### config.mk
export PLATFORM = sky130hd
export DESIGN_NAME = xor_load_sequencer_flat
export DESIGN_NICKNAME = d
export VERILOG_FILES = /design/src/rtl/xor_load_sequencer_pkg.sv /design/src/rtl/xor_load_sequencer_if.sv /design/src/rtl/xor_load_sequencer_byte_shifter.sv /design/src/rtl/xor_load_sequencer.sv /design/src/flat_wrapper.sv
export SDC_FILE = /design/constraint.sdc
export NUM_CORES = 1
export LEC_CHECK = 0
export CAP_MARGIN = 5
export CORE_ASPECT_RATIO = 0.8
export CORE_MARGIN = 2
export CORE_UTILIZATION = 55
export CTS_BUF_LIST = sky130_fd_sc_hd__clkbuf_2 sky130_fd_sc_hd__clkbuf_4 sky130_fd_sc_hd__clkbuf_8
export DETAILED_ROUTE_END_ITERATION = 8
export GPL_TIMING_DRIVEN = 0
export PLACE_DENSITY = 0.91
export SLEW_MARGIN = 20
export SYNTH_ARGS = -nofsm -noshare
export SYNTH_HDL_FRONTEND = slang
export SYNTH_SLANG_ARGS = --single-unit
### constraint.sdc
create_clock -name iClk -period 4.67 [get_ports iClk]
set_clock_uncertainty 0.2 [all_clocks]
set_input_delay 0.467 -clock iClk [delete_from_list [all_inputs] [get_ports iClk]]
set_output_delay 0.467 -clock iClk [all_outputs]
set_load 0.005 [all_outputs]
### src/rtl/xor_load_sequencer_pkg.sv
// Shared types and default constants for the XOR core load sequencer.
// The optional idle timeout inside a payload is enabled by XOR_LOAD_TIMEOUT_EN.
package xor_load_pkg;

    typedef enum logic [1:0] {
        ST_IDLE,
        ST_LOAD,
        ST_END
    } state_e;

    // Selects which load flag is driven for the payload in progress.
    typedef enum logic {
        FRAME_KEY,
        FRAME_MSG
    } frame_e;

    localparam logic [7:0] HDR_KEY_DEF = 8'h4B;
    localparam logic [7:0] HDR_MSG_DEF = 8'h4D;

endpackage

### src/rtl/xor_load_sequencer_if.sv
// Host byte handshake plus serial/control lines towards the XOR core.
// master = host/bench side, slave = sequencer side.
interface xor_load_sequencer_if;

    logic [7:0] iByte;
    logic       iByte_valid;
    logic       oByte_ready;
    logic       oSerial_out;
    logic       oEn;
    logic       oLoad_key;
    logic       oLoad_msg;
    logic       oBusy;
    logic       oDone;
    logic       oError;

    modport master (
        output iByte, iByte_valid,
        input  oByte_ready, oSerial_out, oEn, oLoad_key, oLoad_msg,
               oBusy, oDone, oError
    );

    modport slave (
        input  iByte, iByte_valid,
        output oByte_ready, oSerial_out, oEn, oLoad_key, oLoad_msg,
               oBusy, oDone, oError
    );

endinterface

### src/rtl/xor_load_sequencer_byte_shifter.sv
// Byte-to-bit serialiser: one-byte holding register in front of an 8-bit
// MSB-first shift register with a 3-bit bit counter.
module xor_byte_shifter (
    input  logic       iClk,
    input  logic       iRst,
    input  logic       flush_i,
    input  logic [7:0] byte_i,
    input  logic       take_i,
    output logic       ready_o,
    output logic       bit_o,
    output logic       bit_valid_o,
    output logic       byte_done_o
);

    logic [7:0] hold_q, hold_d;
    logic       hold_v_q, hold_v_d;
    logic [7:0] sh_q, sh_d;
    logic       sh_v_q, sh_v_d;
    logic [2:0] cnt_q, cnt_d;
    logic       last_bit;

    assign last_bit    = sh_v_q && (cnt_q == 3'd7);
    assign ready_o     = !hold_v_q;
    assign bit_o       = sh_v_q && sh_q[7];
    assign bit_valid_o = sh_v_q;
    assign byte_done_o = last_bit;

    // Next state: shift, refill from holding, or bypass an incoming byte
    // straight into an idle shifter so a fresh stream starts one cycle sooner.
    always_comb begin
        hold_d   = hold_q;
        hold_v_d = hold_v_q;
        sh_d     = sh_q;
        sh_v_d   = sh_v_q;
        cnt_d    = cnt_q;
        if (sh_v_q && !last_bit) begin
            sh_d  = {sh_q[6:0], 1'b0};
            cnt_d = cnt_q + 3'd1;
            if (take_i) begin
                hold_d   = byte_i;
                hold_v_d = 1'b1;
            end
        end else if (hold_v_q) begin
            sh_d     = hold_q;
            sh_v_d   = 1'b1;
            cnt_d    = 3'd0;
            hold_v_d = 1'b0;
        end else if (take_i) begin
            sh_d   = byte_i;
            sh_v_d = 1'b1;
            cnt_d  = 3'd0;
        end else begin
            sh_d   = '0;
            sh_v_d = 1'b0;
            cnt_d  = 3'd0;
        end
        if (flush_i) begin
            hold_d   = '0;
            hold_v_d = 1'b0;
            sh_d     = '0;
            sh_v_d   = 1'b0;
            cnt_d    = 3'd0;
        end
    end

    // Register update with synchronous reset.
    always_ff @(posedge iClk) begin
        if (iRst) begin
            hold_q   <= '0;
            hold_v_q <= 1'b0;
            sh_q     <= '0;
            sh_v_q   <= 1'b0;
            cnt_q    <= 3'd0;
        end else begin
            hold_q   <= hold_d;
            hold_v_q <= hold_v_d;
            sh_q     <= sh_d;
            sh_v_q   <= sh_v_d;
            cnt_q    <= cnt_d;
        end
    end

endmodule

### src/rtl/xor_load_sequencer.sv
// Upstream load sequencer of the XOR encryption core: decodes a header byte,
// streams KEY_BYTES or MSG_BYTES payload bytes MSB-first with load flags held.
// Define XOR_LOAD_TIMEOUT_EN to abort a payload after TIMEOUT_CYCLES idle cycles.
module xor_load_sequencer
    import xor_load_pkg::*;
#(
    parameter int unsigned KEY_BYTES      = 4,
    parameter int unsigned MSG_BYTES      = 64,
    parameter logic [7:0]  HDR_KEY        = HDR_KEY_DEF,
    parameter logic [7:0]  HDR_MSG        = HDR_MSG_DEF,
    parameter int unsigned TIMEOUT_CYCLES = 1024
) (
    input  logic                 iClk,
    input  logic                 iRst,
    xor_load_sequencer_if.slave  bus
);

    localparam int unsigned CW = $clog2(MSG_BYTES + 1);
    localparam logic [CW-1:0] KEY_N = CW'(KEY_BYTES);
    localparam logic [CW-1:0] MSG_N = CW'(MSG_BYTES);

    if (KEY_BYTES < 1 || KEY_BYTES > MSG_BYTES || TIMEOUT_CYCLES < 1) begin : g_bad_params
        $error("xor_load_sequencer: invalid payload length or timeout parameters");
    end

    state_e        state_q;
    frame_e        frame_q;
    logic [CW-1:0] acc_q;
    logic          load_key_q, load_msg_q, busy_q, done_q, error_q;

    logic [CW-1:0] target;
    logic          remaining;
    logic          ready;
    logic          take;
    logic          sh_ready, sh_bit, sh_bit_valid, sh_byte_done;
    logic          frame_last;
    logic          timeout;

    assign target    = (frame_q == FRAME_KEY) ? KEY_N : MSG_N;
    assign remaining = acc_q < target;
    assign ready     = !iRst && ((state_q == ST_IDLE) ||
                                 ((state_q == ST_LOAD) && sh_ready && remaining));
    assign take      = bus.iByte_valid && ready;
    // Final bit of the payload: every byte accepted and nothing left queued.
    assign frame_last = (state_q == ST_LOAD) && sh_byte_done && !remaining && sh_ready;

`ifdef XOR_LOAD_TIMEOUT_EN
    localparam int unsigned TW = $clog2(TIMEOUT_CYCLES + 1);
    logic [TW-1:0] to_cnt_q;

    assign timeout = (state_q == ST_LOAD) && !take && remaining &&
                     (to_cnt_q == TW'(TIMEOUT_CYCLES - 1));

    // Idle-cycle counter while payload bytes are still outstanding.
    always_ff @(posedge iClk) begin
        if (iRst || state_q != ST_LOAD || take) begin
            to_cnt_q <= '0;
        end else if (remaining) begin
            to_cnt_q <= to_cnt_q + TW'(1);
        end
    end
`else
    assign timeout = 1'b0;
`endif

    xor_byte_shifter u_shifter (
        .iClk        (iClk),
        .iRst        (iRst),
        .flush_i     (timeout),
        .byte_i      (bus.iByte),
        .take_i      (take && (state_q == ST_LOAD)),
        .ready_o     (sh_ready),
        .bit_o       (sh_bit),
        .bit_valid_o (sh_bit_valid),
        .byte_done_o (sh_byte_done)
    );

    // Frame FSM with registered load/busy/done/error outputs.
    always_ff @(posedge iClk) begin
        if (iRst) begin
            state_q    <= ST_IDLE;
            frame_q    <= FRAME_KEY;
            acc_q      <= '0;
            load_key_q <= 1'b0;
            load_msg_q <= 1'b0;
            busy_q     <= 1'b0;
            done_q     <= 1'b0;
            error_q    <= 1'b0;
        end else begin
            done_q  <= 1'b0;
            error_q <= 1'b0;
            case (state_q)
                ST_IDLE: begin
                    acc_q <= '0;
                    if (take) begin
                        if (bus.iByte == HDR_KEY) begin
                            state_q    <= ST_LOAD;
                            frame_q    <= FRAME_KEY;
                            load_key_q <= 1'b1;
                            busy_q     <= 1'b1;
                        end else if (bus.iByte == HDR_MSG) begin
                            state_q    <= ST_LOAD;
                            frame_q    <= FRAME_MSG;
                            load_msg_q <= 1'b1;
                            busy_q     <= 1'b1;
                        end else begin
                            error_q <= 1'b1;
                        end
                    end
                end
                ST_LOAD: begin
                    if (take) begin
                        acc_q <= acc_q + CW'(1);
                    end
                    if (timeout) begin
                        state_q    <= ST_IDLE;
                        load_key_q <= 1'b0;
                        load_msg_q <= 1'b0;
                        busy_q     <= 1'b0;
                        error_q    <= 1'b1;
                    end else if (frame_last) begin
                        state_q    <= ST_END;
                        load_key_q <= 1'b0;
                        load_msg_q <= 1'b0;
                        done_q     <= 1'b1;
                    end
                end
                ST_END: begin
                    state_q <= ST_IDLE;
                    busy_q  <= 1'b0;
                    acc_q   <= '0;
                end
                default: begin
                    state_q <= ST_IDLE;
                end
            endcase
        end
    end

    assign bus.oByte_ready = ready;
    assign bus.oSerial_out = sh_bit;
    assign bus.oEn         = sh_bit_valid;
    assign bus.oLoad_key   = load_key_q;
    assign bus.oLoad_msg   = load_msg_q;
    assign bus.oBusy       = busy_q;
    assign bus.oDone       = done_q;
    assign bus.oError      = error_q;

endmodule

### src/flat_wrapper.sv
// flat-port wrapper written by rule: the top's interface ports become plain ports
module xor_load_sequencer_flat import xor_load_pkg::*;
#(
    parameter int unsigned KEY_BYTES      = 4,
    parameter int unsigned MSG_BYTES      = 64,
    parameter logic [7:0]  HDR_KEY        = HDR_KEY_DEF,
    parameter logic [7:0]  HDR_MSG        = HDR_MSG_DEF,
    parameter int unsigned TIMEOUT_CYCLES = 1024
)
  (iClk, iRst, bus_iByte, bus_iByte_valid, bus_oByte_ready, bus_oSerial_out, bus_oEn, bus_oLoad_key, bus_oLoad_msg, bus_oBusy, bus_oDone, bus_oError);
  xor_load_sequencer_if bus_i ();
  input  logic iClk;
  input  logic iRst;
  input wire logic [$bits(bus_i.iByte)-1:0] bus_iByte;
  input wire logic [$bits(bus_i.iByte_valid)-1:0] bus_iByte_valid;
  output wire logic [$bits(bus_i.oByte_ready)-1:0] bus_oByte_ready;
  output wire logic [$bits(bus_i.oSerial_out)-1:0] bus_oSerial_out;
  output wire logic [$bits(bus_i.oEn)-1:0] bus_oEn;
  output wire logic [$bits(bus_i.oLoad_key)-1:0] bus_oLoad_key;
  output wire logic [$bits(bus_i.oLoad_msg)-1:0] bus_oLoad_msg;
  output wire logic [$bits(bus_i.oBusy)-1:0] bus_oBusy;
  output wire logic [$bits(bus_i.oDone)-1:0] bus_oDone;
  output wire logic [$bits(bus_i.oError)-1:0] bus_oError;
  assign bus_i.iByte = bus_iByte;
  assign bus_i.iByte_valid = bus_iByte_valid;
  assign bus_oByte_ready = bus_i.oByte_ready;
  assign bus_oSerial_out = bus_i.oSerial_out;
  assign bus_oEn = bus_i.oEn;
  assign bus_oLoad_key = bus_i.oLoad_key;
  assign bus_oLoad_msg = bus_i.oLoad_msg;
  assign bus_oBusy = bus_i.oBusy;
  assign bus_oDone = bus_i.oDone;
  assign bus_oError = bus_i.oError;
  xor_load_sequencer #(.KEY_BYTES(KEY_BYTES), .MSG_BYTES(MSG_BYTES), .HDR_KEY(HDR_KEY), .HDR_MSG(HDR_MSG), .TIMEOUT_CYCLES(TIMEOUT_CYCLES)) u_core (.iClk(iClk), .iRst(iRst), .bus(bus_i));
endmodule
==> flow_summary_export.csv, run 1 <==
group,metric,value,unit
final_layout,postLayoutCoreUtil,68.8,%
synthesis,netlist.area_leader.share,44.9,%
final_layout,antenna_cells,0,
route,drt_iter0_markers,72,
sta,period_needed,3.71,ns
route,num_vias,1437,
power_and_ir_drop,power.internal,431,uW
power_and_ir_drop,seqPwrFrac,55.5,%
power_and_ir_drop,leakage,0.000707,uW
synthesis,synth_area,1610,um^2
synthesis,syn_avg_cell_area,9.73,um^2
power_and_ir_drop,switchingPower,123,uW
synthesis,syn_nets,180,
power_and_ir_drop,vdd_ir_drop_max,0.171,mV
critical_path,critical_path_arrival,3.05,ns
global_routing,grt_pass1_wl,6220,um
run_status,status,"completed",
synthesis,ys_ff_latch,36,
final_layout,layout-drive-gt1-share,8.42,%
global_routing,grt_max_degree,13,
die,rows,17,
die,die_w,64.4,um
clocking,cts_hold_buf,0,
clocking,clk_pin_slew,0.11,ns
clocking,cts_sinks,36,
critical_path,start_kind,"register",
clocking,cts_tree,"yes",
synthesis,synth.area.top_cells,"dfxtp_1, a22o_1, a21oi_1",
global_routing,grt-ovfl-total,0,
route,wl_per_cell,16.8,um
clocking,clock_latency,0.36,ns
clocking,post_cts_buffers,0,
sta,setup_viol,0,
route,drcViolationCount,0,
sta,hold_viol,0,
die,io_pins,19,
final_layout,final_cell_mix,"dfxtp_1, clkdlybuf4s50_1, a21oi_1, clkbuf_1, nand4_1",
synthesis,syn_inst,165,
sta,worst_pin_slew,0.882,ns
die,dieArea,3370,um^2
critical_path,path_max_fanout,10,
synthesis,synth_largest_area_cell,"dfxtp_1",
route,first_pass_iters,4,
clocking,cts_root_buf,"clkbuf_4",
global_routing,grt_pass1_vias,1309,
global_routing,track_usage,25.0,%
power_and_ir_drop,clkPwrFrac,40.0,%
critical_path,worstSetupEndpointType,"output pin",
placed_design,dpl.hpwl,2720,um
global_routing,antenna_found_initial,0,
synthesis,synth_cell_type_count,39,
clocking,htreeDepth,2,
synthesis,ys.warnings.count,0,
power_and_ir_drop,power.density,291,nW/um^2
critical_path,crit_type,"reg -> out",
sta,fmax,269,MHz
power_and_ir_drop,combPwrFrac,4.5,%
sta,tns,0,ns
sta,maxSlewViolCount,0,
die,core_area,2770,um^2
critical_path,critical_path_required,4.00,ns
final_layout,areaGrowthSynthToFinish,18.6,%
clocking,cts_buffer_depth,2,
clocking,numCtsBuffers,5,
final_layout,layout_commonest_cell,"dfxtp_1",
die,die_h,52.3,um
sta,finalCritPeriodShare,79.5,%
final_layout,fin_nets,204,
power_and_ir_drop,p_total,554,uW
die,start_util,58.1,%
sta,rsz0062_at_grt,"no",
job,max_cap_viol_count,0,
placed_design,gp_congestion,0.842,
route,ant_nets,0,
sta,relSlewSlack,41.1,%
route,viasPerCell,6.30,
power_and_ir_drop,swShare,22.2,%
worst_hold_path,holdCritPathClass,"reg -> reg",
clocking,ctsResizeCount,0,
synthesis,ys_seq_area_share,44.9,%
route,drt_wl_total,3830,um
placed_design,portBuffers,17,
[path summary, 6_finish.rpt]
kind / end / startpoint / depth (start not counted) / slack (ns)
hold reg to reg: u_core.u_shifter.cnt_q[0] / u_core.u_shifter.cnt_q[0] / 1 / 0.23
setup / recovery: bus_oByte_ready / u_core.frame_q / 9 / 0.96
setup reg to reg: u_core.u_shifter.hold_q[0] / u_core.frame_q / 7 / 2.00
hold / removal: u_core.u_shifter.cnt_q[0] / u_core.u_shifter.cnt_q[0] / 1 / 0.23
[metal layers]
metal / share of wire [%] / track usage [%] / vias up
li1: - / - / 679
met1: 44 / 30.5 / 705
met2: 48 / 42.0 / 47
met3: 6.3 / 8.17 / 6
met4: 1.2 / 8.16 / 0
met5: 0 / 0 / -
[power groups by stage]
stage          combinational [uW]  clock, uW  sequential [uW]
6_report                     24.9        222              308
5_1_grt                      26.3        238              308
4_1_cts                      24.6        223              308
3_5_place_dp                 24.5          0              315
3_3_place_gp                 23.6          0              315
2_1_floorplan                8.79          0              315
[flip-flops by register name, summed over array words and instances (netlist names)]
| signal | flops |
|---|---|
| u_core.acc_q | 7 |
| u_core.u_shifter.bit_valid_o | 1 |
| u_core.u_shifter.hold_q | 8 |
| u_core.bus.oBusy | 1 |
| u_core.bus.oError | 1 |
| u_core.u_shifter.cnt_q | 3 |
| u_core.bus.oLoad_key | 1 |
| u_core.bus.oLoad_msg | 1 |
| u_core.state_q | 2 |
| u_core.u_shifter.sh_q | 8 |
| u_core.u_shifter.hold_v_q | 1 |
| u_core.frame_q | 1 |
| u_core.bus.oDone | 1 |
[metrics by stage]
step	setup slack (ns)	cell area [um^2]	hold slack, ns	cells
2_1_floorplan	2.10	1610	0.204	165
3_3_place_gp	1.44	1820	0.221	220
3_5_place_dp	1.39	1820	0.217	220
4_1_cts	0.973	1900	0.234	228
5_1_grt	0.760	1900	0.263	228
6_report	0.956	1900	0.233	228
[layout make-up]
type	count	area (um^2)
Fill cell	237	862
Clock inverter	3	42.5
Timing Repair Buffer	17	170
Tap cell	38	47.5
Clock buffer	5	37.5
Multi-Input combinational cell	113	817
Sequential cell	36	721
Buffer	11	48.8
Inverter	5	18.8
[logic make-up after synthesis]
family          synth area share [%]
compound gates                  21.4
xor+xnor                       0.546
fa+ha+maj                       3.12
buf+inv                         4.21
flops                           44.9
mux                             3.43
simple gates                    22.4
[synth_stat cells]
master / count
a32o_1: 1
nor4_4: 1
and2_1: 5
a32oi_1: 1
nand2b_1: 3
and4b_1: 1
o31ai_1: 6
a21boi_1: 2
nand4bb_1: 1
buf_6: 1
mux2i_1: 1
nor2b_1: 7
mux2_2: 4
o211ai_1: 4
nor2_1: 5
inv_1: 5
a21oi_1: 11
a211oi_1: 1
o21ai_0: 1
nand4b_1: 2
ha_1: 4
nor3_2: 1
nand4_1: 8
a21o_1: 7
xnor2_1: 1
or4_1: 5
or4b_2: 1
nand3_1: 3
nor3_1: 5
nor4_1: 3
dfxtp_1: 36
o32a_1: 1
a22o_1: 7
a31oi_1: 4
nor3b_1: 1
or3_1: 1
nand2_1: 2
o32ai_1: 2
clkbuf_1: 10
[critical path, stage by stage, from the launching register on]
cell	delay, ns
dfxtp_1	0.43
inv_1	0.07
ha_1	0.21
or4_1	0.44
o32a_1	0.32
buf_6	0.15
clkbuf_1	0.23
o21ai_0	0.19
and2_1	0.15
clkdlybuf4s50_1	0.49
No activity file was read; power rests on OpenSTA's default activity.
==> run 2: changes to the inputs <==
--- a/config.mk
+++ b/config.mk
@@ -8,11 +8,11 @@
 export CAP_MARGIN = 5
 export CORE_ASPECT_RATIO = 0.8
 export CORE_MARGIN = 2
-export CORE_UTILIZATION = 55
+export CORE_UTILIZATION = 51
 export CTS_BUF_LIST = sky130_fd_sc_hd__clkbuf_2 sky130_fd_sc_hd__clkbuf_4 sky130_fd_sc_hd__clkbuf_8
 export DETAILED_ROUTE_END_ITERATION = 8
 export GPL_TIMING_DRIVEN = 0
-export PLACE_DENSITY = 0.91
+export PLACE_DENSITY = 0.89
 export SLEW_MARGIN = 20
 export SYNTH_ARGS = -nofsm -noshare
 export SYNTH_HDL_FRONTEND = slang
==> constraint.sdc (replaced) <==
create_clock -name iClk -period 3.2 [get_ports iClk]
set_clock_uncertainty 0.2 [all_clocks]
set_input_delay 0.32 -clock iClk [delete_from_list [all_inputs] [get_ports iClk]]
set_output_delay 0.32 -clock iClk [all_outputs]
set_load 0.005 [all_outputs]
==> flow_summary_export.csv, run 2 (synthesis results as in run 1) <==
group,metric,value,unit
critical_path,crit_type,"reg -> out",
final_layout,layout_commonest_cell,"dfxtp_1",
critical_path,cp_slowest_stage_delay,0.49,ns
die,dieArea,3620,um^2
power_and_ir_drop,power.density,452,nW/um^2
global_routing,track_usage,23.9,%
clocking,post_cts_buffers,0,
die,start_util,52.8,%
clocking,cts_sinks,36,
global_routing,grt_max_degree,20,
sta,maxSlewViolCount,0,
clocking,clock_latency,0.29,ns
clocking,htreeDepth,2,
clocking,numCtsBuffers,5,
critical_path,critical_path_arrival,2.61,ns
route,drt_wl_total,3870,um
critical_path,crit_family,"buffers and inverters",
route,viasPerCell,6.45,
clocking,clk_pin_slew,0.08,ns
die,die_w,66.7,um
route,first_pass_iters,4,
sta,worst_pin_slew,0.880,ns
power_and_ir_drop,p_total,878,uW
global_routing,antenna_found_initial,0,
worst_hold_path,holdCritPathClass,"reg -> reg",
die,rows,18,
placed_design,portBuffers,17,
global_routing,grt_pass1_wl,6300,um
sta,relSlewSlack,41.2,%
die,core_area,3040,um^2
critical_path,worstSetupEndpointType,"output pin",
critical_path,critical_path.slowest_cell,"clkdlybuf4s50_1",
final_layout,antenna_cells,0,
global_routing,grt-ovfl-total,0,
sta,hold_viol,0,
critical_path,crit_buf_inv,3,
route,ant_nets,0,
die,io_pins,19,
final_layout,fin_nets,203,
sta,finalCritPeriodShare,97.8,%
placed_design,dpl.hpwl,2740,um
die,die_h,54.2,um
final_layout,reg_top3,"u_core.u_shifter.hold_q: 8 flops, u_core.u_shifter.sh_q: 8 flops, u_core.acc_q: 7 flops",
route,num_vias,1478,
power_and_ir_drop,leakage,0.000718,uW
route,wl_per_cell,16.9,um
placed_design,gp_congestion,0.848,
sta,tns,0,ns
clocking,cts_tree,"yes",
global_routing,grt_pass1_vias,1285,
sta,rsz0062_at_grt,"no",
final_layout,final_cell_mix,"dfxtp_1, clkdlybuf4s50_1, a21oi_1, clkbuf_1, nand4_1",
final_layout,nFillCells,240,
route,drcViolationCount,0,
critical_path,path_max_fanout,19,
final_layout,layout-drive-gt1-share,9.52,%
route,drt_iter0_markers,211,
clocking,cts_buffer_depth,2,
critical_path,start_kind,"register",
power_and_ir_drop,vdd_ir_drop_max,0.346,mV
sta,setup_viol,0,
job,max_cap_viol_count,0,
sta,fmax,319,MHz
run_status,status,"completed",
clocking,cts_root_buf,"clkbuf_8",
critical_path,critical_path_required,2.68,ns
sta,period_needed,3.13,ns
final_layout,areaGrowthSynthToFinish,20.9,%
critical_path,crit_chain,"inv_1 -> ha_1 -> or4_4 -> o32a_1 -> buf_6 -> o21ai_0 -> and2_1 -> clkdlybuf4s50_1",
## run 2: power by group
group	total, uW	leakage (uW)	switching, uW	internal, uW
Combinational	36.8	0.000373	19.3	17.5
Sequential	448	0.000291	0.314	448
Clock	393	0.0000541	163	230
## run 2: per-layer routing
metal	up-vias	global-route usage (%)	routed length, um
li1	679	-	-
met1	704	30.2	1660
met2	87	39.5	1810
met3	8	7.95	356
met4	0	6.46	46
met5	-	0	0
## run 2: worst register-to-register path: stages, from the launching register on
cell      delay, ns
dfxtp_4        0.38
inv_1          0.05
ha_1           0.20
or4_4          0.43
o32ai_1        0.48
clkbuf_1       0.46
nand4_1        0.18
a31oi_1        0.17
## run 2: metrics by stage
step	area [um^2]	instances	setup slack, ns	hold slack (ns)	util [%]
after floorplan	1610	165	0.780	0.204	-
after global placement	1830	222	0.117	0.221	60.0
after detailed placement	1830	222	0.107	0.241	60.0
after CTS	1930	229	0.00834	0.252	63.6
after global routing	1940	229	0.00418	0.276	63.8
final	1940	229	0.0692	0.272	63.8
## run 2: area by class of cell
class	instances	area, um^2	share of cell area [%]
Sequential cell	36	724	37.3
Clock inverter	3	42.5	2.19
Multi-Input combinational cell	113	821	42.3
Clock buffer	5	68.8	3.55
Buffer	10	45.0	2.32
Inverter	5	18.8	0.967
Tap cell	40	50.0	2.58
Timing Repair Buffer	17	170	8.77
## run 2: worst paths after layout
kind / start / endpoint / slack, ns / depth (start not counted)
max: u_core.frame_q / bus_oByte_ready / 0.07 / 8
min: u_core.u_shifter.cnt_q[0] / u_core.u_shifter.cnt_q[0] / 0.27 / 1
max reg2reg: u_core.frame_q / u_core.acc_q[4] / 0.58 / 7
min reg2reg: u_core.u_shifter.cnt_q[0] / u_core.u_shifter.cnt_q[0] / 0.27 / 1
## run 2: what timing repair did
item                       4_1_cts  5_1_grt
hold endpoints to repair         0        0
hold buffers                     0        0
setup endpoints to repair        1        1
gates resized for setup          0        3
